`src/rtl/rr_mux_n.sv`:
```
// rr_mux_n: N-to-1 round-robin / fixed-select data mux with a registered valid/ready output stage.
// Optional packet locking (hold a channel until its in_last beat) is enabled by MUX_PKT_LOCK_EN.
module rr_mux_n #(
    parameter  int NUM_CH = 4,
    parameter  int WIDTH  = 8,
    localparam int CH_W   = $clog2(NUM_CH)
) (
    input  logic                    clk,
    input  logic                    rst_n,
    input  logic [NUM_CH*WIDTH-1:0] in_data,
    input  logic [NUM_CH-1:0]       in_valid,
    input  logic [NUM_CH-1:0]       in_last,
    output logic [NUM_CH-1:0]       in_ready,
    input  logic                    force_en,
    input  logic [CH_W-1:0]         force_sel,
    output logic [WIDTH-1:0]        out_data,
    output logic                    out_last,
    output logic [CH_W-1:0]         out_ch,
    output logic                    out_valid,
    input  logic                    out_ready
);

    localparam logic [CH_W:0]   NUM_CH_X = (CH_W + 1)'(NUM_CH);
    localparam logic [CH_W-1:0] LAST_CH  = CH_W'(NUM_CH - 1);

    logic [CH_W-1:0]  rr_ptr_r;
    logic [CH_W-1:0]  rr_grant_s;
    logic             rr_grant_vld_s;
    logic [CH_W:0]    scan_sum_s;
    logic [CH_W-1:0]  scan_idx_s;
    logic             force_in_range_s;
    logic             force_vld_s;
    logic [CH_W-1:0]  grant_s;
    logic             grant_vld_s;
    logic             load_s;
    logic             accept_s;
    logic [WIDTH-1:0] sel_data_s;
    logic             sel_last_s;
    logic [CH_W-1:0]  ptr_next_s;
    logic             ptr_upd_s;

`ifdef MUX_PKT_LOCK_EN
    logic             lock_r;
    logic [CH_W-1:0]  lock_ch_r;
`endif

    // Round-robin scan: walk offsets from farthest to nearest so the channel closest to rr_ptr wins.
    always_comb begin
        rr_grant_s     = {CH_W{1'b0}};
        rr_grant_vld_s = 1'b0;
        scan_sum_s     = {(CH_W + 1){1'b0}};
        scan_idx_s     = {CH_W{1'b0}};
        for (int i = NUM_CH - 1; i >= 0; i--) begin
            scan_sum_s = {1'b0, rr_ptr_r} + (CH_W + 1)'(i);
            scan_sum_s = (scan_sum_s >= NUM_CH_X) ? (scan_sum_s - NUM_CH_X) : scan_sum_s;
            scan_idx_s = scan_sum_s[CH_W-1:0];
            if (in_valid[scan_idx_s]) begin
                rr_grant_s     = scan_idx_s;
                rr_grant_vld_s = 1'b1;
            end else begin
                rr_grant_s     = rr_grant_s;
                rr_grant_vld_s = rr_grant_vld_s;
            end
        end
    end

    // With a power-of-two channel count every force_sel encoding is a real channel.
    generate
        if ((1 << CH_W) == NUM_CH) begin : g_sel_full
            assign force_in_range_s = 1'b1;
        end else begin : g_sel_partial
            assign force_in_range_s = ({1'b0, force_sel} < NUM_CH_X);
        end
    endgenerate

    assign force_vld_s = force_in_range_s && in_valid[force_sel];

    // Grant source priority: packet lock (if built in), then force mode, then round robin.
    always_comb begin
        grant_s     = {CH_W{1'b0}};
        grant_vld_s = 1'b0;
`ifdef MUX_PKT_LOCK_EN
        if (lock_r) begin
            grant_s     = lock_ch_r;
            grant_vld_s = in_valid[lock_ch_r];
        end else if (force_en) begin
            grant_s     = force_sel;
            grant_vld_s = force_vld_s;
        end else begin
            grant_s     = rr_grant_s;
            grant_vld_s = rr_grant_vld_s;
        end
`else
        if (force_en) begin
            grant_s     = force_sel;
            grant_vld_s = force_vld_s;
        end else begin
            grant_s     = rr_grant_s;
            grant_vld_s = rr_grant_vld_s;
        end
`endif
    end

    assign load_s     = !out_valid || out_ready;
    assign accept_s   = rst_n && load_s && grant_vld_s;
    assign sel_data_s = in_data[grant_s*WIDTH +: WIDTH];
    assign sel_last_s = in_last[grant_s];
    assign ptr_next_s = (grant_s == LAST_CH) ? {CH_W{1'b0}} : (grant_s + CH_W'(1));

`ifdef MUX_PKT_LOCK_EN
    // A locked packet only releases the arbiter on its final beat.
    assign ptr_upd_s = accept_s && sel_last_s;
`else
    assign ptr_upd_s = accept_s;
`endif

    // One-hot ready toward the granted producer; held low during reset through accept_s.
    always_comb begin
        in_ready = {NUM_CH{1'b0}};
        if (accept_s) begin
            in_ready[grant_s] = 1'b1;
        end else begin
            in_ready = {NUM_CH{1'b0}};
        end
    end

    // Output stage: capture on accept, drain when consumed with nothing new, otherwise hold.
    always_ff @(posedge clk or negedge rst_n) begin
        if (!rst_n) begin
            out_valid <= 1'b0;
            out_data  <= {WIDTH{1'b0}};
            out_last  <= 1'b0;
            out_ch    <= {CH_W{1'b0}};
        end else if (accept_s) begin
            out_valid <= 1'b1;
            out_data  <= sel_data_s;
            out_last  <= sel_last_s;
            out_ch    <= grant_s;
        end else if (load_s) begin
            out_valid <= 1'b0;
        end else begin
            out_valid <= out_valid;
        end
    end

    // Round-robin pointer moves just past the channel that was served.
    always_ff @(posedge clk or negedge rst_n) begin
        if (!rst_n) begin
            rr_ptr_r <= {CH_W{1'b0}};
        end else if (ptr_upd_s) begin
            rr_ptr_r <= ptr_next_s;
        end else begin
            rr_ptr_r <= rr_ptr_r;
        end
    end

`ifdef MUX_PKT_LOCK_EN
    // Packet lock: a non-final beat pins the arbiter to its channel until in_last is accepted.
    always_ff @(posedge clk or negedge rst_n) begin
        if (!rst_n) begin
            lock_r    <= 1'b0;
            lock_ch_r <= {CH_W{1'b0}};
        end else if (accept_s) begin
            lock_r    <= !sel_last_s;
            lock_ch_r <= grant_s;
        end else begin
            lock_r    <= lock_r;
            lock_ch_r <= lock_ch_r;
        end
    end
`endif

endmodule
```
`config.mk`:
```
export PLATFORM = sky130hd
export DESIGN_NAME = rr_mux_n
export DESIGN_NICKNAME = d
export VERILOG_FILES = /design/src/rtl/rr_mux_n.sv
export SDC_FILE = /design/constraint.sdc
export NUM_CORES = 1
export LEC_CHECK = 0
export ABC_AREA = 1
export CAP_MARGIN = 15
export CORE_ASPECT_RATIO = 1.5
export CORE_MARGIN = 5
export CORE_UTILIZATION = 28
export CTS_BUF_LIST = sky130_fd_sc_hd__clkbuf_8 sky130_fd_sc_hd__clkbuf_16
export DETAILED_ROUTE_END_ITERATION = 10
export MAX_ROUTING_LAYER = met4
export PLACE_DENSITY_LB_ADDON = 0.12
export SLEW_MARGIN = 20
export SYNTH_ARGS = -nofsm -noshare
export SYNTH_HDL_FRONTEND = slang
export SYNTH_SLANG_ARGS = --single-unit
```
`constraint.sdc`:
```
create_clock -name clk -period 4.8 [get_ports clk]
set_clock_uncertainty 0.2 [all_clocks]
set_input_delay 0.96 -clock clk [delete_from_list [all_inputs] [get_ports clk]]
set_output_delay 0.96 -clock clk [all_outputs]
set_load 0.02 [all_outputs]
```
Yosys cells after proc, flatten, opt, wreduce, memory -nomap -nowiden
Cells that the tools add are included.
{"block": "word_totals", "register_bits": 14, "in_bits": 46, "out_inout_bits": 16, "elab_cells": 64}
{"block": "op_classes", "addsub": 8, "magnitude_cmp": 11, "n_eq_ne": 1, "n_shift": 1, "n_mux": 32, "reduce_logical": 6}
{"operator": "indexed part select 32 x 6 -> 8 bit", "count": 1}
{"operator": "2-to-1 mux 2 bit", "count": 10}
{"operator": "< comparator 2 x 3 -> 1 bit, second input constant", "count": 6}
{"operator": "2-to-1 mux 1 bit", "count": 14}
{"operator": "binary-select mux 1 bit (select 2 bit)", "count": 6}
{"operator": ">= comparator 3 bit, second input constant", "count": 3}
{"operator": "subtractor 2 x 1 -> 2 bit, second input constant", "count": 4}
{"operator": "adder 2 x 2 -> 3 bit, second input constant", "count": 2}
{"operator": "2-to-1 mux 4 bit", "count": 1}
{"operator": "adder 2 x 1 -> 3 bit, second input constant", "count": 1}
{"operator": ">= comparator 2 x 3 -> 1 bit, second input constant", "count": 1}
{"operator": "logical AND 1 bit", "count": 3}
{"operator": "adder 2 x 1 -> 2 bit, second input constant", "count": 1}
{"operator": "demux 1 bit (select 2 bit)", "count": 1}
{"operator": "== test 2 bit, second input constant", "count": 1}
{"operator": ">= comparator 2 x 1 -> 1 bit, second input constant", "count": 1}
{"operator": "nonzero test 2 bit", "count": 1}
{"operator": "zero test 1 bit", "count": 1}
{"operator": "logical OR 1 bit", "count": 1}

Longest topological paths before layout
{"block": "depth", "word_depth": 15, "mapped_depth": 16, "ltp_nobuf": 14}

Worst setup path after synthesis
OpenSTA, ideal clock, no wires.
{"block": "synth_path", "path_kind": "in2out", "from": "input in_valid[1]", "to": "output in_ready[3]", "arrival_time_ns": 2.264, "slack_ns": 1.376, "cell_stages": 12, "path_buffers": 1, "cell_sequence": "inv_1 > nand2_1 > nand3_2 > nand2_1 > nand3_2 > a21oi_2 > nand2_4 > nand2_4 > buf_6 > ha_1 > inv_1 > nor2_1"}
{"block": "synth_between", "elab_chain_cells": 12, "elab_cells_between_ends": 27}
{"item": "from (decl)", "line": "11", "rtl": "input logic [NUM_CH-1:0] in_valid,"}
{"item": "binary-select mux 1 bit (select 2 bit)", "line": "57", "rtl": "if (in_valid[scan_idx_s]) begin"}
{"item": "2-to-1 mux 1 bit (implied by the code)", "line": "57"}
{"item": "2-to-1 mux 2 bit (4 in a row)", "line": "57"}
{"item": "2-to-1 mux 2 bit", "line": "94", "rtl": "if (force_en) begin"}
{"item": "< comparator 2 x 3 -> 1 bit (implied by the code) or >= comparator 2 x 1 -> 1 bit (tied branches)", "line": "121", "rtl": "in_ready[grant_s] = 1'b1;"}
{"item": "logical AND 1 bit (implied by the code)", "line": "121"}
{"item": "2-to-1 mux 1 bit (implied by the code)", "line": "121"}
{"item": "demux 1 bit (select 2 bit)", "line": "121"}
{"item": "2-to-1 mux 4 bit (*)", "line": "120", "rtl": "if (accept_s) begin"}
{"item": "to (decl)", "line": "13", "rtl": "output logic [NUM_CH-1:0] in_ready,"}
Every way passes the cells marked *; elsewhere a longest branch is shown, timed or not. The select of a mux whose other input is x is not followed.

Worst setup path in the final report
{"block": "layout_path", "from": "input in_valid[3]", "to": "output in_ready[2]"}
The elaborated chain is that of the path after synthesis.

==> results.sh <==
export IMPL_path_class="input port to primary output"
export IMPL_relSlewSlack_pct=77.4
export IMPL_core_area_um2=4500
export IMPL_areaGrowthSynthToFinish_pct=54.9
export IMPL_min_from="out_data[3]"
export IMPL_final_common_cell="nand2_1"
export IMPL_first_global_vias=1469
export IMPL_antenna_found_initial=0
export IMPL_grt_usage_pct=13.9
export IMPL_start_util_pct=28.6
export IMPL_io_buffers=61
export IMPL_gp_congestion=0.871
export IMPL_ctsHtreeMaxLevel=1
export IMPL_wl_per_cell_um=11.7
export IMPL_swShare_pct=46.9
export IMPL_syn_num_nets=271
export IMPL_crit_arrival_ps=3250
export IMPL_hold_path_class="register to register"
export IMPL_worst_pin_slew_ps=339
export IMPL_synth_area_um2=1290
export IMPL_cts_hold_buffers_added=0
export IMPL_cts_tree="done"
export IMPL_layout_drive_gt1_share_pct=5.94
export IMPL_yosysWarnings=0
export IMPL_maxSlewViolCount=0
export IMPL_cts_buffers_inserted=3
export IMPL_insertion_delay_ps=240
export IMPL_power_frac_comb_pct=65.3
export IMPL_critPathLaunchType="input port"
export IMPL_finish_utilization_pct=44.3
export IMPL_diodes=0
export IMPL_ir_drop_mv=0.241
export IMPL_initialDrtViolationCount=43
export IMPL_status="finished clean"
export IMPL_stdcell_count=334
export IMPL_pwr_density_cell_nw_per_um2=476
export IMPL_dp_cells=330
export IMPL_endpoint_kind="primary output"
export IMPL_first_pass_iters=4
export IMPL_dp_slack_ps=381
export IMPL_synth_top_area_share_pct=27.2
export IMPL_syn_inst=224
export IMPL_seqPwrFrac_pct=22.7
export IMPL_synth_top_cell_by_area="dfrtp_1"
export IMPL_clkSinkCount=14
export IMPL_power_leakage_uw=0.00109
export IMPL_grt_max_degree=20
export IMPL_rsz0062_at_grt="no"
export IMPL_antenna_left=0
export IMPL_clock_path_buffers=2
export IMPL_layout_common_cells="nand2_1 (82), clkdlybuf4s50_1 (61), inv_1 (47)"
export IMPL_die_y_um=93.1
export IMPL_nNetsFinal=334
export IMPL_die_w_um=65.4
export IMPL_yosysUniqueCellTypes=21
export IMPL_reg2reg_from="rr_ptr_r[0]"
export IMPL_critPathMaxFanout=11
export IMPL_min_to="out_data[3]"
export IMPL_yosysSeqAreaShare_pct=27.2
export IMPL_hold_viol=0
export IMPL_grt_pass1_wl_mm=6.42
export IMPL_layout_min_cycle_time_ps=4410
export IMPL_setup_slack_ps=394
export IMPL_setup_tns_final_ps=0
export IMPL_die_area_um2=6080
export IMPL_rows=30
export IMPL_ys_top_cells_by_area="dfrtp_1 (27%), nand2_1 (24%), nand3_1 (16%)"
export IMPL_fin_crit_sh_pct=91.8
export IMPL_vias=1503
export IMPL_synth_seq_cells=14
export IMPL_p_switching_uw=446
export IMPL_wirelength_mm=3.91
export IMPL_drc=0
export IMPL_hold_depth=2
export IMPL_synth_area_per_cell_um2=5.75
export IMPL_root_buffer="clkbuf_8"
export IMPL_io_pins=62
export IMPL_cp_required_ps=3640
export IMPL_internal_power_uw=504
export IMPL_fmax_ghz=0.227
export IMPL_maxCapViolCount=0
export IMPL_setup_violations=0
export IMPL_clock_power_share_pct=12.0
export IMPL_vias_per_cell=4.50
export IMPL_overflow=0
export IMPL_cts_clk_slew_worst_paths_ps=60
export IMPL_cts_resized_gates=0
export IMPL_reg2reg_to="out_data[0]"
export IMPL_r2r_slack_ps=2450
export IMPL_reg2reg_depth=14
export IMPL_cts_setup_buffers=0
export IMPL_dpl_hpwl_mm=3.19
-- synthesized netlist by cell type --
library cell	count
nand2_4	2
nand3_2	2
inv_1	47
a21oi_1	2
nor2_1	9
o21ai_1	1
a21oi_2	1
inv_2	1
nand4_1	1
buf_2	3
clkbuf_1	1
nand2_2	1
buf_6	2
nand3_1	41
o21ai_0	8
nand2_1	82
xnor2_1	1
a31oi_1	1
ha_1	1
dfrtp_1	14
buf_4	3
-- sequential cells by signal, indices dropped and copies added (netlist names) --
| register | cells |
|---|---|
| out_last | 1 |
| out_ch | 2 |
| out_valid | 1 |
| out_data | 8 |
| rr_ptr_r | 2 |
-- power groups by stage --
stage               clock network (µW)  logic (µW)  registers [µW]
floorplan                            0         370             261
global placement                     0         630             220
detailed placement                   0         628             220
CTS                                117         631             218
global route                       122         697             224
finish                             114         620             216
-- logic make-up after synthesis --
group / after synthesis / share of synthesized area, %
and+or+nand+nor: 138 / 46.7
buffers and inverters: 57 / 18.9
DFF: 14 / 27.2
AOI/OAI and AO/OA: 13 / 5.44
xor gates and xnor gates: 1 / 0.680
adders and majority gates: 1 / 0.972
-- critical path: stages --
cell             delay [ps]
clkdlybuf4s50_1         460
inv_1                    60
o21ai_1                 190
nand2_1                  80
nand2_1                  60
nand3_1                  60
nand3_1                  70
nand2_1                  50
nand2_1                 240
inv_1                   250
nor2_1                  150
clkdlybuf4s50_1         620
-- layer usage --
| metal | track usage, % | up-vias | wire [µm] | share of wire (%) |
|---|---|---|---|---|
| li1 | - | 799 | - | - |
| met2 | 25.9 | 47 | 2110 | 54 |
| met3 | 2.64 | 8 | 217 | 5.6 |
| met1 | 13.9 | 649 | 1470 | 38 |
| met4 | 5.71 | 0 | 109 | 2.8 |
| met5 | - | - | 0 | 0 |
-- area by class of cell --
| type | count | area (µm²) |
|---|---|---|
| fill | 502 | 2510 |
| multi-input combinational | 153 | 693 |
| timing repair buffer | 67 | 656 |
| sequential | 14 | 350 |
| inverter | 48 | 180 |
| tap | 48 | 60.1 |
| clock buffer | 4 | 55.1 |
-- stage by stage --
| step | hold slack [ps] | total power (µW) | area (µm²) |
|---|---|---|---|
| floorplan | 389 | 630 | 1290 |
| global placement | 270 | 850 | 1940 |
| detailed placement | 270 | 848 | 1940 |
| CTS | 290 | 966 | 1990 |
| global route | 313 | 1040 | 1990 |
| finish | 279 | 950 | 1990 |
-- worst max-delay path by stage --
stage,slack (ps),cells after the start,startpoint,to
6_report,390,12,in_valid[3],in_ready[2]
5_1_grt,150,12,in_valid[2],in_ready[2]
4_1_cts,370,12,in_valid[3],in_ready[2]
3_5_place_dp,380,12,in_valid[3],in_ready[2]
3_3_place_gp,390,13,in_valid[1],in_ready[3]
2_1_floorplan,1380,12,in_valid[1],in_ready[3]
(Power assumes the default switching activity.)
